$ cat config.mk
export PLATFORM = sky130hd
export DESIGN_NAME = sync_fifo
export DESIGN_NICKNAME = d
export VERILOG_FILES = /design/src/rtl/sync_fifo.sv
export SDC_FILE = /design/constraint.sdc
export NUM_CORES = 1
export LEC_CHECK = 0
export CORE_MARGIN = 1.5
export CORE_UTILIZATION = 35
export CTS_CLUSTER_SIZE = 40
export DETAILED_ROUTE_END_ITERATION = 7
export GPL_ROUTABILITY_DRIVEN = 0
export PLACE_DENSITY = 0.6
export SLEW_MARGIN = 20
export SYNTH_ARGS = -nofsm -noshare
export SYNTH_HDL_FRONTEND = slang
export SYNTH_SLANG_ARGS = --single-unit
$ cat constraint.sdc
create_clock -name clk -period 3.2 [get_ports clk]
set_clock_uncertainty 0.1 [all_clocks]
set_input_delay 0.96 -clock clk [delete_from_list [all_inputs] [get_ports clk]]
set_output_delay 0.96 -clock clk [all_outputs]
set_load 0.05 [all_outputs]
$ cat src/rtl/sync_fifo.sv
// Synchronous FIFO with a registered read port and registered status flags.
// Also provides one-cycle overflow/underflow pulses for rejected requests.
module sync_fifo #(
   parameter int WIDTH = 4,
   parameter int DEPTH = 4
) (
   input  logic                       clk,
   input  logic                       rst,
   input  logic                       wr_en,
   input  logic [WIDTH-1:0]           din,
   input  logic                       rd_en,
   output logic [WIDTH-1:0]           dout,
   output logic                       full,
   output logic                       empty,
   output logic [$clog2(DEPTH):0]     count,
   output logic                       ovf,
   output logic                       unf
);

   localparam int AW = $clog2(DEPTH);

   logic [WIDTH-1:0] mem [DEPTH];

   logic [AW-1:0]    wr_ptr_reg, wr_ptr_next;
   logic [AW-1:0]    rd_ptr_reg, rd_ptr_next;
   logic [AW:0]      count_reg, count_next;
   logic [WIDTH-1:0] dout_reg, dout_next;
   logic             full_reg, full_next;
   logic             empty_reg, empty_next;
   logic             ovf_reg, ovf_next;
   logic             unf_reg, unf_next;
   logic             wr_acc, rd_acc;

   always_comb begin
      rd_acc      = rd_en && !empty_reg;
      // A read in the same cycle frees a slot, so a full FIFO still takes the write.
      wr_acc      = wr_en && (!full_reg || rd_acc);

      wr_ptr_next = wr_ptr_reg;
      rd_ptr_next = rd_ptr_reg;
      dout_next   = dout_reg;

      if (wr_acc) begin
         wr_ptr_next = wr_ptr_reg + AW'(1);
      end
      if (rd_acc) begin
         rd_ptr_next = rd_ptr_reg + AW'(1);
         dout_next   = mem[rd_ptr_reg];
      end

      count_next = count_reg + (AW+1)'(wr_acc) - (AW+1)'(rd_acc);
      full_next  = (count_next == (AW+1)'(DEPTH));
      empty_next = (count_next == '0);
      ovf_next   = wr_en && !wr_acc;
      unf_next   = rd_en && !rd_acc;
   end

   // Storage carries no reset; entries are meaningless until written.
   always_ff @(posedge clk) begin
      if (wr_acc) begin
         mem[wr_ptr_reg] <= din;
      end
   end

   always_ff @(posedge clk or posedge rst) begin
      if (rst) begin
         wr_ptr_reg <= '0;
         rd_ptr_reg <= '0;
         count_reg  <= '0;
         dout_reg   <= '0;
         full_reg   <= 1'b0;
         empty_reg  <= 1'b1;
         ovf_reg    <= 1'b0;
         unf_reg    <= 1'b0;
      end else begin
         wr_ptr_reg <= wr_ptr_next;
         rd_ptr_reg <= rd_ptr_next;
         count_reg  <= count_next;
         dout_reg   <= dout_next;
         full_reg   <= full_next;
         empty_reg  <= empty_next;
         ovf_reg    <= ovf_next;
         unf_reg    <= unf_next;
      end
   end

   assign dout  = dout_reg;
   assign full  = full_reg;
   assign empty = empty_reg;
   assign count = count_reg;
   assign ovf   = ovf_reg;
   assign unf   = unf_reg;

endmodule
**Word-level counts from Yosys, hierarchy flattened**

Memories as Yosys holds them, arrays and structs flattened. A register that Yosys moved wholly into a read port is not among the register bits.
Index checks and enable logic that the tools add are counted.

- Add/sub/neg operators: 4
- Multiply operators: 0
- Divide/modulo/power cells: 0
- Magnitude comparators: 0
- Equality and inequality tests: 1
- Shift operators: 0
- Multiplexer cells: 2
- Bitwise gates (word level): 0
- Reduce and logical (&&, ||, !) cells: 10

Operators by type and width:

| kind | count |
|---|---|
| $add 2x1->2 const B | 2 |
| $logic_and 1x1->1 | 4 |
| $logic_not 1->1 | 4 |
| $add 3x1->3 | 1 |
| $eq 3x3->1 const B | 1 |
| $logic_not 3->1 | 1 |
| $sub 3x1->3 | 1 |
| $mux 1 | 2 |
| $logic_or 1x1->1 | 1 |

- Bits in registers: 11
- Latch bits: 0
- Bits in writable memories: 16
- Memory bits (read-only): 0
- Bits of input ports: 8
- Memories kept: 1

Memories:

| name | words | bits a word | rd ports | clocked after Yosys merged registers in | wr ports | line | RTL |
|---|---|---|---|---|---|---|---|
| mem | 4 | 4 | 1 | 1 | 1 | 22 | `logic [WIDTH-1:0] mem [DEPTH];` |

**Depth between registers and ports, before layout**

Gate-level depths: netlist of run 1.

- Depth in word-level cells: 7
- Gate-level depth with buffers: 12
- Mapped depth without buffers: 11

**Worst setup path after synthesis of run 1**

Ideal clock, no wire load.

- Path type: in2reg
- From: input port rd_en
- To: register full_reg, in the netlist full
- Arrival: 2785 ps
- Setup slack: 226 ps
- Stages on the path: 12
- Buffers on the path: 1
- Path through: nand2b_1 -> buf_6 -> a21boi_4 -> inv_1 -> ha_1 -> inv_1 -> ha_1 -> inv_1 -> fa_1 -> xnor2_1 -> xnor2_1 -> nor3b_1

- Word-level cells in the longest chain between the ends: 6

Ends and longest elaborated chain:

| item | line | RTL |
|---|---|---|
| start, declared | 11 | `input logic rd_en,` |
| $logic_and 1x1->1 * | 35 | `rd_acc = rd_en && !empty_reg;` |
| $logic_or 1x1->1 | 37 | `wr_acc = wr_en && (!full_reg \|\| rd_acc);` |
| $logic_and 1x1->1 | 37 |  |
| $add 3x1->3 | 51 | `count_next = count_reg + (AW+1)'(wr_acc) - (AW+1)'(rd_acc);` |
| $sub 3x1->3 * | 51 |  |
| named net count_next[2] | 26 | `logic [AW:0] count_reg, count_next;` |
| $eq 3x3->1 * | 52 | `full_next = (count_next == (AW+1)'(DEPTH));` |
| named net full_next | 28 | `logic full_reg, full_next;` |
| end signal, assigned | 80 | `full_reg <= full_next;` |
| end, declared | 28 |  |

Mark *: on every way through the listed nets, which the timed path passes. The rest lies on a longest branch.
A chain may end at the register's enable or synchronous reset.

**Final worst setup path of run 1**

Same ends and word-level chain as after synthesis.

==> key figures, run 1 <==
Status
  • Result of the run: finished clean

Critical path
  • Launching instance or port of the critical path: rd_en
  • Category of the critical setup timing path: in2reg
  • Data required time at the worst endpoint: 3360 ps
  • Reg2Reg Setup Slack: 720 ps
  • Endpoint arrival time on the critical path: 3150 ps
  • Start of the worst register-to-register path: empty$_DFF_PP1_
  • Worst-path maximum fanout: 3
  • Startpoint class of the critical path: input port
  • Number of cells traversed by the worst register-to-register path: 11
  • Worst setup EP type: register
  • End of the worst register-to-register path: full$_DFF_PP0_

Die
  • Number of placement rows: 21
  • Floorplan die area: 4020 µm²
  • I/O pin total: 19
  • Height of the die: 63.4 µm
  • Starting density of the core: 37.4%
  • Core Footprint: 3420 µm²
  • Chip Width: 63.4 µm

Clock network
  • Number of levels the H-tree was split into: 2
  • Count of hold buffers inserted by post-cts repair: 0
  • TritonCTS buffer count: 5
  • Clk sink count: 31
  • Clock transition at the registers of the reported paths: 100 ps
  • Maximum clock path buffer count: 2
  • CTS tree: built
  • CTS root buffer: clkbuf_4
  • Clock insertion delay at the later pin of the skew report: approximately 320 ps

Detailed routing
  • Routed wire length: about 1.9 mm
  • Number of vias in the routed layout: approximately 700
  • Remaining DRCs: 0
  • Initial drt markers: 19
  • First-pass detailed-route iteration total: 4
  • Post-route ant nets: 0
  • Avg Vias per Cell: 4.39
  • Average wire per cell in the routed design: 12.3 µm

GRT
  • Antenna violations before repair: 0
  • Via count of the first global-routing pass: about 710
  • Pin count of the biggest net entering global routing: 16
  • Total global-route track usage: about 11%
  • First-pass GRT wire length: 3.26 mm
  • Total congestion overflow after global routing: 0

Yosys
  • Synthesis warning total: 0
  • Most instantiated library cell after synthesis: edfxtp_1
  • Fraction of the yosys area taken by sequential cells: between 60% and 70%
  • Post-synthesis cell type count: 17
  • Most frequently used flop master after synthesis: edfxtp_1
  • Synthesized area per cell: roughly 16 µm²
  • Basic-gate share of the synthesized area counting and, or, nand and nor cells: 8.23%
  • Share of the synthesized area in the top cell type: 37.6%
  • Post-synth EDFFs: 16
  • Asr flop ratio synth: 48.4%
  • Number of instances in the synthesized netlist: 81
  • Largest family of logic cells by synthesized area: multiplexers
  • XOR/XNOR Fraction of Synth Area: 3.43%
  • Area share of fa/ha/maj cells after synthesis: 7.44%
  • Combined area of all synthesized cells: 1280 µm²
  • Complex-gate fraction of the synthesized area: around 1.5%
  • Post-synthesis register bit count: 31
  • Post-synthesis net count: 96
  • Library cell occupying the most area in the post-synthesis netlist: edfxtp_1
  • Leading post-synthesis cells by cell area: edfxtp_1, dfrtp_1, mux4_2, ha_1, nand2_1
  • Mux share of post-synthesis cell area: 8.23%
  • Top cells by instance count after synthesis: edfxtp_1, dfrtp_1, nand2_1, inv_1, ha_1

STA
  • Max-slew violation count: 0
  • Number of setup violations in the final report: 0
  • Final Critical Period: roughly 3000 ps
  • Maximum operating frequency: roughly 330 MHz
  • Relative max-transition margin: 61.7%
  • RSZ-0062 raised after global routing: no
  • Number of hold-slack violations in the final timing report: 0
  • Worst setup slack after layout: between 200 and 250 ps
  • Final setup TNS: 0 ps
  • Final Cycle Share: 93.5%
  • Pin slew with the least headroom to its limit: 573 ps
  • Worst Hold Slack: between 300 and 400 ps

Place
  • Count of placed standard cells including taps: 146
  • Number of buffers added on ports: 18
  • Post-DP HPWL: approximately 1.4 mm
  • Worst setup slack before clock tree synthesis: -229 ps

Power
  • Maximum vdd drop: 368 µV
  • Static leakage power: 0.677 nW
  • Internal: 1.01 mW
  • Switching Power: 0.580 mW
  • Share of total power in combinational logic: 40.3%
  • Power per cell area: 981 nW/µm²
  • Part of the power in registers: 40.0%
  • Part of the power in the clock network: 19.7%
  • Sw Share: a little over a third

Finish
  • Flip-flop count of the largest register, all copies and words added: 16
  • Final standard cell utilization of the core: 47.4%
  • Nets: 123
  • Filler Cells Inserted: 313
  • Antenna Cells: 0
  • Fraction of final layout cells with drive strength greater than 1: 19.3%
  • Layout Cells excl Fill: 155
  • Area added between synthesis and finish: 26.8%

Hold path
  • Endpoint with the worst hold slack: dout[2]$_DFFE_PP0P_
  • Source of the worst hold timing path: dout[2]$_DFFE_PP0P_
  • Hold WC Path Type: reg2reg
  • Number of cells on the worst hold path: 2

Flow run
  • Max-cap check violation count: 0
==> cell type report <==
type	count	area, µm²	area share (%)
Clock buffer	6	51.3	3.17
Clock inverter	2	35.0	2.16
Inverter	8	30.0	1.85
Multi-Input combinational cell	40	375	23.2
Sequential cell	31	857	52.9
Tap cell	46	57.6	3.55
Timing Repair Buffer	22	214	13.2
==> power groups by stage <==
stage	clock [mW]	sequential, mW	combinational, mW
after floorplan	0	0.802	0.302
after global placement	0	0.640	0.623
after detailed placement	0	0.649	0.633
after CTS	0.322	0.639	0.634
after global routing	0.338	0.656	0.692
final	0.314	0.636	0.640
==> layout by cell type, fill, tap and decap left out <==
master,netlist,layout
bufinv_16,0,1
clkinv_2,0,1
fa_2,0,1
xnor2_1,5,5
mux2_4,1,1
clkdlybuf4s50_1,0,18
inv_1,8,8
clkbuf_4,0,5
buf_6,2,1
clkbuf_8,0,1
a21boi_4,1,1
nand2b_1,1,1
mux4_2,4,4
nor3b_2,0,1
nor3_1,1,1
and3_1,1,1
dfrtp_1,14,14
dfstp_2,1,1
buf_4,0,3
edfxtp_1,16,16
nand2_1,13,13
and2_1,5,5
ha_1,6,6
==> repair_timing <==
item                                    4_1_cts  5_1_grt
endpoints found under the setup margin        0        1
buffers inserted                              0        1
hold endpoints to repair                      0        0
gates resized for setup                       0        3
==> metal layers <==
metal  vias up  GRT usage, %  wire (µm)
met2        20          17.2        945
met4         0          7.34         40
met5         -             0          0
met1       331          13.3        810
li1        325             -          -
met3         5          4.11        110
==> critical path, cell delays in order <==
cell and delay (ps):
clkdlybuf4s50_1 470, nand2b_1 120, a21boi_4 160, inv_1 60, ha_1 280, inv_1 60, ha_1 130, inv_1 50
fa_2 330, xnor2_1 140, xnor2_1 220, nor3b_2 190
==> cell families (layout without fill, tap and decap cells) <==
family	Yosys count	in the layout
buffers and inverters	10	38
and+or+nand+nor	22	22
muxes	5	5
DFF	31	31
adders and majority gates	7	7
xor gates and xnor gates	5	5
AOI/OAI and AO/OA	1	1
==> how the worst max path moves through the flow <==
stage | endpoint | slack [ps] | cells after the start
floorplan | full$_DFF_PP0_ | 230 | 12
global placement | full$_DFF_PP0_ | -180 | 12
detailed placement | full$_DFF_PP0_ | -230 | 12
CTS | full$_DFF_PP0_ | 110 | 12
global route | full$_DFF_PP0_ | 40 | 12
finish | full$_DFF_PP0_ | 210 | 12
==> through the flow <==
step	area (µm²)	total power, mW
floorplan	1280	1.10
global placement	1520	1.26
detailed placement	1520	1.28
CTS	1600	1.60
global route	1620	1.69
finish	1620	1.59
Note: power is estimated with default switching activity, not from simulation.
==> inputs of run 2 (changes only) <==
Settings changed: CORE_ASPECT_RATIO set to 1.5.
==> key figures, run 2 (synthesis results as in run 1) <==
Detailed routing
  • Remaining DRCs: 0
  • Initial drt markers: 9
  • Average wire per cell in the routed design: 13.5 µm
  • Avg Vias per Cell: 4.41
  • Post-route ant nets: 0
  • Number of vias in the routed layout: 674
  • First-pass detailed-route iteration total: 3
  • Routed wire length: just over 2 mm

Finish
  • Area added between synthesis and finish: 29.4%
  • Layout Cells excl Fill: 153
  • Most frequent cells in the layout: clkdlybuf4s50_1, edfxtp_1, dfrtp_1, nand2_1, inv_1
  • Flip-flop count of the largest register, all copies and words added: 16
  • Most common cell after layout, fill and taps aside: clkdlybuf4s50_1
  • Filler Cells Inserted: approximately 340
  • Antenna Cells: 0
  • Fraction of final layout cells with drive strength greater than 1: 20.7%
  • Nets: ~130

Critical path
  • Reg2Reg Setup Slack: 690 ps
  • Worst-path maximum fanout: 2
  • Start of the worst register-to-register path: empty$_DFF_PP1_
  • Worst setup path endpoint: full$_DFF_PP0_
  • Launching instance or port of the critical path: rd_en
  • Worst setup EP type: register
  • Number of cells traversed by the worst register-to-register path: 11
  • End of the worst register-to-register path: full$_DFF_PP0_
  • Startpoint class of the critical path: input port
  • Category of the critical setup timing path: in2reg
  • Endpoint arrival time on the critical path: between 3000 and 4000 ps
  • Data required time at the worst endpoint: 3310 ps

Clock network
  • TritonCTS buffer count: 5
  • CTS tree: built
  • Clock transition at the registers of the reported paths: about 70 ps
  • Clock insertion delay at the later pin of the skew report: about 280 ps
  • Count of hold buffers inserted by post-cts repair: 0
  • Clk sink count: 31
  • Maximum clock path buffer count: 2
  • Number of levels the H-tree was split into: 2
  • CTS root buffer: clkbuf_8

STA
  • Final Cycle Share: 95.1%
  • Relative max-transition margin: 58.4%
  • RSZ-0062 raised after global routing: no
  • Pin slew with the least headroom to its limit: 623 ps
  • Max-slew violation count: 0
  • Maximum operating frequency: 329 MHz
  • Number of setup violations in the final report: 0
  • Number of hold-slack violations in the final timing report: 0
  • Final Critical Period: slightly above 3000 ps

Status
  • Result of the run: finished clean

Die
  • Floorplan die area: 4030 µm²
  • Core Footprint: 3450 µm²
  • Chip Width: 52.3 µm
  • Starting density of the core: 37.0%
  • I/O pin total: 19
  • Height of the die: around 77 µm
  • Number of placement rows: 26

Place
  • Number of buffers added on ports: 18
  • Post-DP HPWL: 1.54 mm
  • Count of placed standard cells including taps: 143

Power
  • Static leakage power: 0.693 nW
  • Maximum vdd drop: 428 µV
  • Power per cell area: around 1000 nW/µm²
  • Power after layout: 1.71 mW

Flow run
  • Max-cap check violation count: 0

GRT
  • Antenna violations before repair: 0
  • Total global-route track usage: 12.5%
  • Via count of the first global-routing pass: 744
  • Total congestion overflow after global routing: 0
  • Pin count of the biggest net entering global routing: 16
  • First-pass GRT wire length: 3.42 mm

Hold path
  • Hold WC Path Type: reg2reg
==> run 2: final cells by class <==
class / instances / area, µm² / share of cell area, %
inverters: 8 / 30.0 / 1.82
multi-input cells: 40 / 380 / 23.0
repair buffers: 24 / 225 / 13.6
clock inverters: 3 / 38.8 / 2.35
flip-flops and latches: 31 / 857 / 51.9
well taps: 42 / 52.6 / 3.18
clock buffers: 5 / 68.8 / 4.16
==> run 2: routing by layer <==
layer / GRT usage (%) / part of all wire [%] / vias to the layer above
met5: 0 / 0 / -
met3: 4.86 / 4.0 / 5
met2: 20.9 / 56 / 18
li1: - / - / 328
met4: 8.46 / 3.0 / 0
met1: 11.9 / 37 / 323
==> run 2: stage by stage <==
step | hold slack, ps | TNS [ps] | cell area (µm²) | setup WS, ps | util, %
6_report | 372 | 0 | 1650 | 158 | 47.9
5_1_grt | 422 | 0 | 1650 | 21.1 | 47.9
4_1_cts | 380 | 0 | 1630 | 24.4 | 47.4
3_5_place_dp | 364 | -511 | 1520 | -278 | 44.0
3_3_place_gp | 360 | -322 | 1520 | -248 | 44.0
2_1_floorplan | 430 | 0 | 1280 | 226 | -
==> run 2: what timing repair did <==
item | 4_1_cts | 5_1_grt
cloned | 0 | 0
pin swaps | 1 | 3
hold endpoints to repair | 0 | 0
gates resized for setup | 0 | 3
setup buffers | 1 | 1
setup endpoints to repair | 1 | 3
==> run 2: worst min-delay path by stage <==
stage / start / endpoint / slack, ps / depth (start not counted)
5_1_grt: dout[0]$_DFFE_PP0P_ / dout[0]$_DFFE_PP0P_ / 420 / 2
3_3_place_gp: dout[1]$_DFFE_PP0P_ / dout[1]$_DFFE_PP0P_ / 360 / 2
2_1_floorplan: rd_ptr_reg[1]$_DFFE_PP0P_ / rd_ptr_reg[1]$_DFFE_PP0P_ / 430 / 1
3_5_place_dp: dout[0]$_DFFE_PP0P_ / dout[0]$_DFFE_PP0P_ / 360 / 2
6_report: dout[1]$_DFFE_PP0P_ / dout[1]$_DFFE_PP0P_ / 370 / 2
4_1_cts: dout[0]$_DFFE_PP0P_ / dout[0]$_DFFE_PP0P_ / 380 / 2
==> run 2: where the power goes <==
group | total [mW] | internal (mW) | leakage (nW) | switching (mW)
sequential | 0.635 | 0.550 | 0.329 | 0.0849
clock | 0.368 | 0.228 | 0.0556 | 0.141
combinational | 0.708 | 0.318 | 0.309 | 0.389
==> run 2: worst max-delay path, cell delays in order <==
cell	delay, ps
clkdlybuf4s50_1	460
nand2b_1	100
a21boi_4	140
inv_1	60
ha_1	280
inv_1	70
ha_1	140
inv_1	50
fa_2	330
xnor2_1	180
xnor2_1	170
nor3b_2	200
==> inputs of run 3 (changes only) <==
--- a/config.mk
+++ b/config.mk
@@ -7,2 +7,3 @@
 export LEC_CHECK = 0
+export CAP_MARGIN = 15
 export CORE_ASPECT_RATIO = 1.5
--- a/constraint.sdc
+++ b/constraint.sdc
@@ -4,2 +4,2 @@
 set_output_delay 0.96 -clock clk [all_outputs]
-set_load 0.05 [all_outputs]
+set_load 0.01 [all_outputs]
==> results of run 3 <==
The final DEF is identical to that of run 2. Status: finished clean.
Among the figures that moved: total power 1.71 mW -> 1.55 mW; worst IR drop on VDD 428 µV -> 405 µV
